$ cat config.mk
export PLATFORM = sky130hd
export DESIGN_NAME = ltpi_dc_target_avmm_bridge_flat
export DESIGN_NICKNAME = d
export VERILOG_FILES = /design/src/rtl/ltpi_dc_target_avmm_bridge_pkg.sv /design/src/rtl/ltpi_dc_target_avmm_bridge_if.sv /design/src/rtl/ltpi_dc_target_avmm_bridge.sv /design/src/flat_wrapper.sv
export SDC_FILE = /design/constraint.sdc
export NUM_CORES = 1
export LEC_CHECK = 0
export BUFFER_PORTS_ARGS = -buffer_cell sky130_fd_sc_hd__buf_2
export CORE_UTILIZATION = 30
export DETAILED_ROUTE_END_ITERATION = 8
export PLACE_DENSITY = 0.62
export SYNTH_ARGS = -nofsm -noshare
export SYNTH_HDL_FRONTEND = slang
export SYNTH_SLANG_ARGS = --single-unit
$ cat constraint.sdc
create_clock -name clk -period 2 [get_ports clk]
set_clock_uncertainty 0.2 [all_clocks]
set_input_delay 0.2 -clock clk [delete_from_list [all_inputs] [get_ports clk]]
set_output_delay 0.2 -clock clk [all_outputs]
set_load 0.02 [all_outputs]
$ cat src/rtl/ltpi_dc_target_avmm_bridge_pkg.sv
// ---------------------------------------------------------------------------
// ltpi_dc_target_avmm_bridge_pkg
//   Shared types for the LTPI data-channel target-side Avalon-MM bridge:
//   request command, response status, bridge FSM state, fixed data widths and
//   a helper that sizes the timeout counter.
// ---------------------------------------------------------------------------
package ltpi_dc_target_avmm_bridge_pkg;

  typedef enum logic {
    DC_RD = 1'b0,
    DC_WR = 1'b1
  } dc_cmd_t;

  typedef enum logic {
    DC_OK      = 1'b0,
    DC_TIMEOUT = 1'b1
  } dc_status_t;

  typedef enum logic [1:0] {
    IDLE    = 2'd0,
    ISSUE   = 2'd1,
    WAIT_RD = 2'd2,
    RESP    = 2'd3
  } dc_bridge_st_t;

  localparam int DATA_W = 32;
  localparam int BE_W   = 4;

  // One extra bit beyond what TIMEOUT_CYCLES needs, so the counter can
  // saturate at its all-ones value without ever wrapping back to 0.
  function automatic int cnt_width(input int cycles);
    return $clog2(cycles) + 1;
  endfunction

endpackage

$ cat src/rtl/ltpi_dc_target_avmm_bridge_if.sv
// ---------------------------------------------------------------------------
// ltpi_dc_target_avmm_bridge_if
//   Bundles the three buses around the bridge:
//     req_*  : decoded request frames from the link-layer decoder
//     avm_*  : Avalon-MM master into the target fabric
//     rsp_*  : response frames to the link-layer encoder
//   modport master : the bridge view (drives req_ready, avm_* commands, rsp_*)
//   modport slave  : the environment view (decoder, Avalon slave, encoder)
//
//   Handshake rule for req and rsp: a frame transfers on a rising clk edge
//   where valid and ready are both 1; once valid is raised, the sender keeps
//   valid and all payload fields stable until that edge. The Avalon side
//   follows Avalon-MM: a command is accepted on an edge where read/write is 1
//   and waitrequest is 0; read data is taken on an edge with readdatavalid 1.
// ---------------------------------------------------------------------------
interface ltpi_dc_target_avmm_bridge_if #(
  parameter int ADDR_W = 32,
  parameter int TAG_W  = 8
);
  import ltpi_dc_target_avmm_bridge_pkg::*;

  logic                  req_valid;
  logic                  req_ready;
  dc_cmd_t               req_cmd;
  logic [ADDR_W-1:0]     req_addr;
  logic [DATA_W-1:0]     req_wdata;
  logic [BE_W-1:0]       req_byteen;
  logic [TAG_W-1:0]      req_tag;

  logic [ADDR_W-1:0]     avm_address;
  logic                  avm_read;
  logic                  avm_write;
  logic [DATA_W-1:0]     avm_writedata;
  logic [BE_W-1:0]       avm_byteenable;
  logic                  avm_waitrequest;
  logic [DATA_W-1:0]     avm_readdata;
  logic                  avm_readdatavalid;

  logic                  rsp_valid;
  logic                  rsp_ready;
  dc_cmd_t               rsp_cmd;
  logic [TAG_W-1:0]      rsp_tag;
  logic [DATA_W-1:0]     rsp_rdata;
  dc_status_t            rsp_status;

  modport master (
    input  req_valid, req_cmd, req_addr, req_wdata, req_byteen, req_tag,
    output req_ready,
    output avm_address, avm_read, avm_write, avm_writedata, avm_byteenable,
    input  avm_waitrequest, avm_readdata, avm_readdatavalid,
    output rsp_valid, rsp_cmd, rsp_tag, rsp_rdata, rsp_status,
    input  rsp_ready
  );

  modport slave (
    output req_valid, req_cmd, req_addr, req_wdata, req_byteen, req_tag,
    input  req_ready,
    input  avm_address, avm_read, avm_write, avm_writedata, avm_byteenable,
    output avm_waitrequest, avm_readdata, avm_readdatavalid,
    input  rsp_valid, rsp_cmd, rsp_tag, rsp_rdata, rsp_status,
    output rsp_ready
  );

endinterface

$ cat src/rtl/ltpi_dc_target_avmm_bridge.sv
// ---------------------------------------------------------------------------
// ltpi_dc_target_avmm_bridge
//   Target-side end of the LTPI data channel. Each decoded request frame is
//   replayed as one Avalon-MM read or write; exactly one response frame
//   (cmd, tag, read data, status) is returned per request. One transaction in
//   flight at a time. A command that neither completes nor returns data within
//   TIMEOUT_CYCLES of issue is abandoned with a DC_TIMEOUT response.
//
//   Ports
//     clk        system clock
//     reset_n    synchronous, active-low reset
//     link_up    link operational; low discards any transaction, no response
//     bus        req/avm/rsp buses (master modport)
//     state_dbg  current FSM state
// ---------------------------------------------------------------------------
module ltpi_dc_target_avmm_bridge
  import ltpi_dc_target_avmm_bridge_pkg::*;
#(
  parameter int ADDR_W         = 32,
  parameter int TIMEOUT_CYCLES = 1024,
  parameter int TAG_W          = 8
) (
  input  logic                          clk,
  input  logic                          reset_n,
  input  logic                          link_up,
  ltpi_dc_target_avmm_bridge_if.master  bus,
  output dc_bridge_st_t                 state_dbg
);

  localparam int               CNT_W    = cnt_width(TIMEOUT_CYCLES);
  localparam logic [CNT_W-1:0] CNT_LAST = CNT_W'(TIMEOUT_CYCLES - 1);
  localparam logic [CNT_W-1:0] CNT_MAX  = '1;

  dc_bridge_st_t    state;
  logic             idle_rdy;
  logic [CNT_W-1:0] tmo_cnt;
  logic             tmo_hit;
  logic [CNT_W-1:0] tmo_next;

  // idle_rdy is the registered "in IDLE and able to take a frame" flag; the
  // live link_up gate makes req_ready drop in the same cycle the link goes
  // down so no frame is accepted that will then be thrown away.
  assign bus.req_ready = idle_rdy & link_up;
  assign state_dbg     = state;

  assign tmo_hit  = (tmo_cnt >= CNT_LAST);
  assign tmo_next = (tmo_cnt == CNT_MAX) ? tmo_cnt : tmo_cnt + 1'b1;

  always_ff @(posedge clk) begin
    if (!reset_n) begin
      state              <= IDLE;
      idle_rdy           <= 1'b0;
      tmo_cnt            <= '0;
      bus.avm_address    <= '0;
      bus.avm_read       <= 1'b0;
      bus.avm_write      <= 1'b0;
      bus.avm_writedata  <= '0;
      bus.avm_byteenable <= '0;
      bus.rsp_valid      <= 1'b0;
      bus.rsp_cmd        <= DC_RD;
      bus.rsp_tag        <= '0;
      bus.rsp_rdata      <= '0;
      bus.rsp_status     <= DC_OK;
    end else if (!link_up) begin
      state         <= IDLE;
      idle_rdy      <= 1'b1;
      tmo_cnt       <= '0;
      bus.avm_read  <= 1'b0;
      bus.avm_write <= 1'b0;
      bus.rsp_valid <= 1'b0;
    end else begin
      case (state)
        IDLE: begin
          idle_rdy <= 1'b1;
          if (bus.req_valid && bus.req_ready) begin
            // rsp_cmd/rsp_tag double as the latched request cmd/tag; they
            // are not observed until rsp_valid rises.
            idle_rdy           <= 1'b0;
            tmo_cnt            <= '0;
            bus.avm_address    <= bus.req_addr;
            bus.avm_writedata  <= bus.req_wdata;
            bus.avm_byteenable <= bus.req_byteen;
            bus.avm_read       <= (bus.req_cmd == DC_RD);
            bus.avm_write      <= (bus.req_cmd == DC_WR);
            bus.rsp_cmd        <= bus.req_cmd;
            bus.rsp_tag        <= bus.req_tag;
            state              <= ISSUE;
          end
        end

        ISSUE: begin
          if (!bus.avm_waitrequest) begin
            bus.avm_read  <= 1'b0;
            bus.avm_write <= 1'b0;
            if (bus.rsp_cmd == DC_WR) begin
              bus.rsp_rdata  <= '0;
              bus.rsp_status <= DC_OK;
              bus.rsp_valid  <= 1'b1;
              state          <= RESP;
            end else if (bus.avm_readdatavalid) begin
              // Slave returned data in the accept cycle itself.
              bus.rsp_rdata  <= bus.avm_readdata;
              bus.rsp_status <= DC_OK;
              bus.rsp_valid  <= 1'b1;
              state          <= RESP;
            end else if (tmo_hit) begin
              // Read accepted on the last allowed cycle with no data yet:
              // the transaction has not completed, so it times out.
              bus.rsp_rdata  <= '0;
              bus.rsp_status <= DC_TIMEOUT;
              bus.rsp_valid  <= 1'b1;
              state          <= RESP;
            end else begin
              tmo_cnt <= tmo_next;
              state   <= WAIT_RD;
            end
          end else if (tmo_hit) begin
            bus.avm_read   <= 1'b0;
            bus.avm_write  <= 1'b0;
            bus.rsp_rdata  <= '0;
            bus.rsp_status <= DC_TIMEOUT;
            bus.rsp_valid  <= 1'b1;
            state          <= RESP;
          end else begin
            tmo_cnt <= tmo_next;
          end
        end

        WAIT_RD: begin
          if (bus.avm_readdatavalid) begin
            bus.rsp_rdata  <= bus.avm_readdata;
            bus.rsp_status <= DC_OK;
            bus.rsp_valid  <= 1'b1;
            state          <= RESP;
          end else if (tmo_hit) begin
            bus.rsp_rdata  <= '0;
            bus.rsp_status <= DC_TIMEOUT;
            bus.rsp_valid  <= 1'b1;
            state          <= RESP;
          end else begin
            tmo_cnt <= tmo_next;
          end
        end

        RESP: begin
          if (bus.rsp_ready) begin
            bus.rsp_valid <= 1'b0;
            idle_rdy      <= 1'b1;
            state         <= IDLE;
          end
        end

        default: state <= IDLE;
      endcase
    end
  end

endmodule

$ cat src/flat_wrapper.sv
// flat-port wrapper written by rule: the top's interface ports become plain ports
module ltpi_dc_target_avmm_bridge_flat import ltpi_dc_target_avmm_bridge_pkg::*;
#(
  parameter int ADDR_W         = 32,
  parameter int TIMEOUT_CYCLES = 1024,
  parameter int TAG_W          = 8
)
  (clk, reset_n, link_up, state_dbg, bus_req_valid, bus_req_cmd, bus_req_addr, bus_req_wdata, bus_req_byteen, bus_req_tag, bus_req_ready, bus_avm_address, bus_avm_read, bus_avm_write, bus_avm_writedata, bus_avm_byteenable, bus_avm_waitrequest, bus_avm_readdata, bus_avm_readdatavalid, bus_rsp_valid, bus_rsp_cmd, bus_rsp_tag, bus_rsp_rdata, bus_rsp_status, bus_rsp_ready);
  ltpi_dc_target_avmm_bridge_if #(.ADDR_W(ADDR_W), .TAG_W(TAG_W)) bus_i ();
  input  logic clk;
  input  logic reset_n;
  input  logic link_up;
  output dc_bridge_st_t state_dbg;
  input wire logic [$bits(bus_i.req_valid)-1:0] bus_req_valid;
  input wire logic [$bits(bus_i.req_cmd)-1:0] bus_req_cmd;
  input wire logic [$bits(bus_i.req_addr)-1:0] bus_req_addr;
  input wire logic [$bits(bus_i.req_wdata)-1:0] bus_req_wdata;
  input wire logic [$bits(bus_i.req_byteen)-1:0] bus_req_byteen;
  input wire logic [$bits(bus_i.req_tag)-1:0] bus_req_tag;
  output wire logic [$bits(bus_i.req_ready)-1:0] bus_req_ready;
  output wire logic [$bits(bus_i.avm_address)-1:0] bus_avm_address;
  output wire logic [$bits(bus_i.avm_read)-1:0] bus_avm_read;
  output wire logic [$bits(bus_i.avm_write)-1:0] bus_avm_write;
  output wire logic [$bits(bus_i.avm_writedata)-1:0] bus_avm_writedata;
  output wire logic [$bits(bus_i.avm_byteenable)-1:0] bus_avm_byteenable;
  input wire logic [$bits(bus_i.avm_waitrequest)-1:0] bus_avm_waitrequest;
  input wire logic [$bits(bus_i.avm_readdata)-1:0] bus_avm_readdata;
  input wire logic [$bits(bus_i.avm_readdatavalid)-1:0] bus_avm_readdatavalid;
  output wire logic [$bits(bus_i.rsp_valid)-1:0] bus_rsp_valid;
  output wire logic [$bits(bus_i.rsp_cmd)-1:0] bus_rsp_cmd;
  output wire logic [$bits(bus_i.rsp_tag)-1:0] bus_rsp_tag;
  output wire logic [$bits(bus_i.rsp_rdata)-1:0] bus_rsp_rdata;
  output wire logic [$bits(bus_i.rsp_status)-1:0] bus_rsp_status;
  input wire logic [$bits(bus_i.rsp_ready)-1:0] bus_rsp_ready;
  assign bus_i.req_valid = bus_req_valid;
  assign bus_i.req_cmd = bus_req_cmd;
  assign bus_i.req_addr = bus_req_addr;
  assign bus_i.req_wdata = bus_req_wdata;
  assign bus_i.req_byteen = bus_req_byteen;
  assign bus_i.req_tag = bus_req_tag;
  assign bus_req_ready = bus_i.req_ready;
  assign bus_avm_address = bus_i.avm_address;
  assign bus_avm_read = bus_i.avm_read;
  assign bus_avm_write = bus_i.avm_write;
  assign bus_avm_writedata = bus_i.avm_writedata;
  assign bus_avm_byteenable = bus_i.avm_byteenable;
  assign bus_i.avm_waitrequest = bus_avm_waitrequest;
  assign bus_i.avm_readdata = bus_avm_readdata;
  assign bus_i.avm_readdatavalid = bus_avm_readdatavalid;
  assign bus_rsp_valid = bus_i.rsp_valid;
  assign bus_rsp_cmd = bus_i.rsp_cmd;
  assign bus_rsp_tag = bus_i.rsp_tag;
  assign bus_rsp_rdata = bus_i.rsp_rdata;
  assign bus_rsp_status = bus_i.rsp_status;
  assign bus_i.rsp_ready = bus_rsp_ready;
  ltpi_dc_target_avmm_bridge #(.ADDR_W(ADDR_W), .TIMEOUT_CYCLES(TIMEOUT_CYCLES), .TAG_W(TAG_W)) u_core (.clk(clk), .reset_n(reset_n), .link_up(link_up), .bus(bus_i), .state_dbg(state_dbg));
endmodule
==> reports/qor.csv, run 1 <==
metric,value,unit
"Data required, critical path",2.15,ns
ys async rst share,0,%
Root Buffer,clkbuf_16,
fmax,504.3,MHz
CTS Buf Count,17,
# clock sinks,127,
NetSw,1.506,mW
number of synthesized register bits,127,
"Primary FF master, synth",dfxtp_1,
Clock transition at path regs,0.06,ns
die height,129.0,um
num ports,232,
clock latency at the later pin of the worst-skew pair,0.41,ns
FF-to-FF setup slack,0.02,ns
Layout Cells excl Fill,1169,
RR Startpoint,u_core.state_dbg[0],
GR Util All Layers,18.86,%
slew margin rel.,74.75,%
Hold Path Class,input port to register,
post-route cell area,0.008482,mm^2
remaining global-route overflow,0,
HPWL Detailed,9747,um
Combinational Power Share,11.5,%
# Max-Cap Violations,0,
LEAKAGE,3.817,nW
Sw Ratio,23.35,%
synthesized area per cell,8.583,um^2
Via Count,5503,
"Seq/Total Area, Yosys",52.52,%
Max Slew Vio Count,0,
Via density,4.707,
Yosys cell types,47,
placed cell area,0.006505,mm^2
crit end category,register,
Area Overhead vs Synth,75.21,%
Reg-to-Reg End,u_core.bus.rsp_rdata[13],
most frequent CP cell,o21ai_2,
number of synthesized flops with an enable pin,0,
dpl ws,-0.03306,ns
CP Cell Sequence,clkinvlp_4 > ha_4 > or2b_1 > o21ai_2 > o21ai_2 > a31oi_4 > buf_4 > buf_16 > a22o_1,
Fin Hold WS,0.07709,ns
minimum clock period,1.983,ns
# diodes,0,
Pwr per Cell Area,760.5,mW/mm^2
Chip Width,129.0,um
"Cell Area, Synth",0.004841,mm^2
unrepaired setup endpoints after global routing,true,
hold depth,4,
top cell type by total area after synthesis,dfxtp_1,
YS warnings,0,
Reg power frac,40.6,%
Routed WL,16610,um
status,completed,
placed insts,1011,
Startpoint Class,register,
worst slew pin tran,0.3752,ns
I/O Buffers,231,
Max clock buf depth,2,
initial antenna violation count,0,
Core ar.,0.01583,mm^2
Tcrit/Tclk final,99.14,%
Synth top area share,52.52,%
die area,0.01665,mm^2
"Endpoint, Worst Hold",u_core.state_dbg[1],
synth cell count leaders,"166 x nand2_1, 127 x dfxtp_1, 89 x a21oi_1",
global-route wire length before repair,24590,um
DR DRC count,0,
WP data arrival,2.14,ns
number of global-route vias before repair,5222,
Fin Setup TNS,0,ns
Fin. Hold Viols,0,
CP max stage cell,dfxtp_4,
Routed Antenna Nets,0,
Max VDD drop,0.6438,mV
most area-consuming cells after synthesis,"dfxtp_1 53%, nand2_1 13%, a21oi_1 9.2%",
Final Wtd Congestion,0.8282,
Internal,4.945,mW
std cell rows,46,
Clock Power Share,48.0,%
Syn Nets,686,
hold path start,bus_avm_waitrequest,
max incr delay on CP,0.37,ns
Post-Syn Instances,564,
NumNets Final,1063,
Critical Path Fanout Max,8,
H-Tree Depth,4,
final setup margin,0.01723,ns
largest net degree at the start of global routing,79,
crit path kind,register to register,
DR WL/cell,14.21,um
first drt pass iteration count,5,
initial core utilization,30.58,%
final setup vio count,0,
most common cell in the netlist,nand2_1,
CTS tree,yes,
worst reg2reg path depth,9,
Initial DRC Count,269,
layout cells sized above 1,35.78,%
## per-stage QoR
stage	util, %	total power [mW]
finish	53.59	6.451
global placement	41.10	3.190
CTS	52.54	6.500
detailed placement	41.10	3.192
global route	53.59	6.691
floorplan	-	2.932
## power groups by stage
stage	combinational [mW]	sequential [mW]	clock (mW)
2_1_floorplan	0.193	2.74	0
3_3_place_gp	0.523	2.67	0
3_5_place_dp	0.523	2.67	0
4_1_cts	0.721	2.61	3.16
5_1_grt	0.799	2.62	3.27
6_report	0.742	2.62	3.09
## critical path: cells and delay by family (launching register included)
kind                     cells  cell delay (ns)
AO/OA/AOI/OAI                4             0.48
adder cells (fa/ha/maj)      1             0.20
buffers and inverters        3             0.43
flip-flops                   1             0.37
AND/OR/NAND/NOR              1             0.24
## worst max-delay path by stage
stage / startpoint / to / slack, ns / cells past startpoint
after floorplan: u_core.state_dbg[1] / u_core.tmo_cnt[1] / -0.19 / 9
after global placement: u_core.state_dbg[0] / u_core.bus.rsp_rdata[7] / 0.01 / 8
after detailed placement: u_core.state_dbg[0] / u_core.tmo_cnt[5] / -0.03 / 8
after CTS: u_core.state_dbg[0] / u_core.bus.rsp_rdata[22] / -0.02 / 9
after global routing: u_core.state_dbg[0] / u_core.bus.rsp_rdata[13] / -0.05 / 9
final: u_core.state_dbg[0] / u_core.bus.rsp_rdata[13] / 0.02 / 9
## sequential cells by signal (all words and copies together) (netlist names)
signal	count
u_core.bus.avm_read	1
u_core.state_dbg	2
u_core.bus.avm_writedata	32
u_core.bus.rsp_cmd	1
u_core.bus.rsp_rdata	32
u_core.tmo_cnt	11
u_core.bus.avm_byteenable	4
u_core.bus.rsp_tag	8
u_core.idle_rdy	1
u_core.bus.avm_write	1
u_core.bus.rsp_valid	1
u_core.bus.avm_address	32
u_core.bus.rsp_status	1
## final cells by class
type / instances / area (um^2)
Clock buffer: 23 / 489.2
Clock inverter: 8 / 103.9
Fill cell: 1410 / 7346
Inverter: 10 / 43.79
Multi-Input combinational cell: 393 / 2235
Sequential cell: 127 / 2550
Tap cell: 216 / 270.3
Timing Repair Buffer: 392 / 2790
## layout by cell type (no fill, tap or decap), types with 5 or more instances in the layout
master / count
a22o_1: 32
buf_12: 7
and2_1: 9
o21ai_2: 5
dlygate4sd3_1: 114
buf_2: 231
dfxtp_1: 125
nand4_1: 5
nor2_1: 10
a21oi_1: 89
nand2_1: 165
clkbuf_16: 19
inv_1: 7
o21ai_0: 9
buf_4: 34
and3_1: 5
## cells by family (layout without fill, tap and decap cells)
| kind of cell | Yosys count | count (layout) | synth area share (%) |
|---|---|---|---|
| AND/OR/NAND/NOR | 216 | 216 | 18.89 |
| AO/OA/AOI/OAI | 168 | 169 | 22.62 |
| flip-flops | 127 | 127 | 52.52 |
| buffers and inverters | 45 | 433 | 3.980 |
| adder cells (fa/ha/maj) | 6 | 6 | 1.551 |
| multiplexers | 2 | 2 | 0.4394 |
## layer usage
| metal | wire length [um] | part of all wire, % | up-vias | global-route usage (%) |
|---|---|---|---|---|
| met5 | 0 | 0 | - | 0 |
| met1 | 6895 | 42 | 2545 | 20.63 |
| met2 | 8326 | 50 | 188 | 32.81 |
| met3 | 810 | 4.9 | 62 | 5.409 |
| met4 | 579 | 3.5 | 0 | 10.66 |
| li1 | - | - | 2708 | - |
## timing repair
action                     in CTS  in global routing
buffers inserted                2                  7
hold endpoints to repair      114                  0
pin swaps                       0                 12
hold buffers                  114                  0
gates resized for setup         5                 23
gates cloned                    2                  3
setup endpoints to repair      33                 83
Power figures use the tool's default switching activity.
==> run 2, diff against run 1 <==
- CORE_UTILIZATION: 30 -> 42
- PLACE_DENSITY: 0.62 -> 0.81
==> reports/qor.csv, run 2 (synthesized netlist as in run 1, its figures left out) <==
metric,value,unit,change
status,finished with violations,,
failing checks,negative setup slack,,
# clock sinks,127,,unchanged
num ports,232,,unchanged
Fin. Hold Viols,0,,unchanged
register area,0.002550,mm^2,unchanged
WP data arrival,2.17,ns,+0.03 ns
Critical Path Fanout Max,6,,-2
Max clock buf depth,2,,unchanged
crit end category,register,,
NetSw,1.478,mW,-1.8%
minimum clock period,2.045,ns,+0.06257 ns
Sw Ratio,23.02,%,-0.32 points
"Data required, critical path",2.12,ns,-0.03 ns
RR Startpoint,u_core.state_dbg[1],,
Initial DRC Count,650,,+140%
Critical Path End,u_core.tmo_cnt[4],,
layout cells sized above 1,34.64,%,-1.1 points
CP Launch Point,u_core.state_dbg[1],,
crit path kind,register to register,,
Chip Width,109.4,um,-15%
Final Wtd Congestion,0.9097,,+9.8%
CP max stage cell,dfxtp_4,,
Worst Path Buf+Inv,1,,-2
Hold Path Class,input port to register,,
worst slew pin tran,0.4523,ns,+0.07712 ns
largest net degree at the start of global routing,77,,-2.5%
I/O Buffers,231,,unchanged
DR WL/cell,17.33,um,+22%
max incr delay on CP,0.39,ns,+0.02 ns
Reg power frac,40.8,%,+0.2 points
GR Util All Layers,29.67,%,+11 points
worst reg2reg path depth,7,,-2
CP Cell Sequence,inv_4 > ha_4 > and2b_2 > a221oi_4 > nand4_1 > mux2i_2 > a211oi_2,,
most frequent cells in the layout,"231 x buf_2, 165 x nand2_1, 125 x dfxtp_1, 113 x dlygate4sd3_1, 89 x a21oi_1",,
Largest regs,"u_core.bus.avm_address (32), u_core.bus.avm_writedata (32), u_core.bus.rsp_rdata (32)",,
"most common cell after layout, fill and taps aside",buf_2,,
die height,109.4,um,-15%
first drt pass iteration count,6,,+1
Area Overhead vs Synth,70.41,%,
die area,0.01196,mm^2,-28%
Levels on crit path,7,,-2
unrepaired setup endpoints after global routing,true,,
Routed Antenna Nets,0,,unchanged
Combinational Power Share,11.7,%,+0.2 points
Root Buffer,clkbuf_16,,
initial core utilization,43.89,%,+13 points
Pwr per Cell Area,778.3,mW/mm^2,+2.3%
CTS Buf Count,17,,unchanged
LEAKAGE,3.751,nW,-1.7%
fillcell total,704,,-50%
Max VDD drop,0.6753,mV,+4.9%
clock latency at the later pin of the worst-skew pair,0.41,ns,about the same
Core ar.,0.01103,mm^2,-30%
slew margin rel.,69.84,%,-4.9 points
CTS tree,yes,,
Tcrit/Tclk final,102.3,%,+3.1 points
Clock transition at path regs,0.06,ns,about the same
HPWL Detailed,9445,um,-3.1%
remaining global-route overflow,0,,unchanged
initial antenna violation count,1,,+1
global-route wire length before repair,26810,um,+9.0%
fmax,488.9,MHz,-3.1%
Startpoint Class,register,,
Clock Power Share,47.5,%,-0.5 points
final setup margin,-0.04534,ns,-0.06257 ns
final setup vio count,9,,+9
Routed WL,18750,um,+13%
Via Count,5744,,+4.4%
DR DRC count,0,,unchanged
Reg-to-Reg End,u_core.tmo_cnt[4],,
Via density,5.309,,+13%
area of the multi-input gates,0.002200,mm^2,-1.6%
H-Tree Depth,4,,unchanged
number of global-route vias before repair,5391,,+3.2%
Final Util,74.78,%,+21 points
# Max-Cap Violations,0,,unchanged
std cell rows,38,,-17%
top cell family by delay on the critical path,compound AO/OA/AOI/OAI gates,,
Max Slew Vio Count,0,,unchanged
total power,6.420,mW,-0.47%
NumNets Final,1053,,-0.94%
Internal,4.942,mW,about the same
FF-to-FF setup slack,-0.05,ns,-0.06 ns
## run 2: cell types whose count changed in the layout (fill, tap and decap cells not counted), sizes merged
cell / delta
diode: +1
bufbuf: +1
clkinvlp: -1
o21a: -1
clkinv: -3
inv: +1
dlygate4sd3: -1
clkbuf: +2
buf: -10
## run 2: layout make-up
| class | count | share of cell area [%] |
|---|---|---|
| well taps | 140 | 2.123 |
| repair buffers | 383 | 32.75 |
| diodes | 1 | 0.03034 |
| clock inverters | 5 | 0.9556 |
| inverters | 10 | 0.4854 |
| clock buffers | 24 | 6.082 |
| flip-flops and latches | 127 | 30.91 |
| multi-input cells | 392 | 26.66 |
## run 2: metrics by stage
step                      cells  setup slack (ns)  area (um^2)   TNS (ns)  hold WS, ns
after global placement      930           0.02734         6322          0       0.2151
after detailed placement    930         -0.008554         6322   -0.06903       0.2199
after global routing       1081           -0.1304         8247     -2.937      0.07504
after CTS                  1076         -0.009553         8104  -0.009553      0.02593
after floorplan             564           -0.1888         4888    -0.8164      0.09191
final                      1082          -0.04534         8249    -0.1811      0.04486
## run 2: repair_timing
item	in CTS	in global routing
cloned	2	2
pin swaps	2	7
resized for setup	3	17
hold buffers	113	0
setup buffers	2	3
endpoints found under the hold margin	114	0
endpoints found under the setup margin	35	63
## run 2: how the worst min path moves through the flow
stage	from	endpoint	slack (ns)	cells past startpoint
floorplan	link_up	u_core.idle_rdy	0.09	1
global placement	bus_avm_readdata[11]	u_core.bus.rsp_rdata[11]	0.22	2
detailed placement	bus_avm_readdata[8]	u_core.bus.rsp_rdata[8]	0.22	2
CTS	bus_req_valid	u_core.bus.rsp_cmd	0.03	4
global route	link_up	u_core.bus.rsp_status	0.08	3
finish	link_up	u_core.bus.rsp_status	0.04	3
## run 2: worst register-to-register path, delay by kind of cell, from the launching register on
family | cells | cell delay [ns]
adder cells (fa/ha/maj) | 1 | 0.14
multiplexers | 1 | 0.21
buffers and inverters | 1 | 0.05
AO/OA/AOI/OAI | 2 | 0.51
AND/OR/NAND/NOR | 2 | 0.44
flip-flops | 1 | 0.39
## run 2: metal layers
layer  up-vias  share of wire (%)  track usage, %
met2       312                 50           48.65
li1       2695                  -               -
met4         2                3.6           18.10
met3        60                7.6           11.26
met1      2675                 39           32.18
met5         -              0.048           3.571
## run 2: power groups by stage
| stage | Clock, mW | Combinational [mW] | Sequential (mW) |
|---|---|---|---|
| 2_1_floorplan | 0 | 0.193 | 2.74 |
| 3_3_place_gp | 0 | 0.504 | 2.67 |
| 3_5_place_dp | 0 | 0.506 | 2.67 |
| 4_1_cts | 3.07 | 0.700 | 2.62 |
| 5_1_grt | 3.18 | 0.803 | 2.63 |
| 6_report | 3.05 | 0.750 | 2.62 |
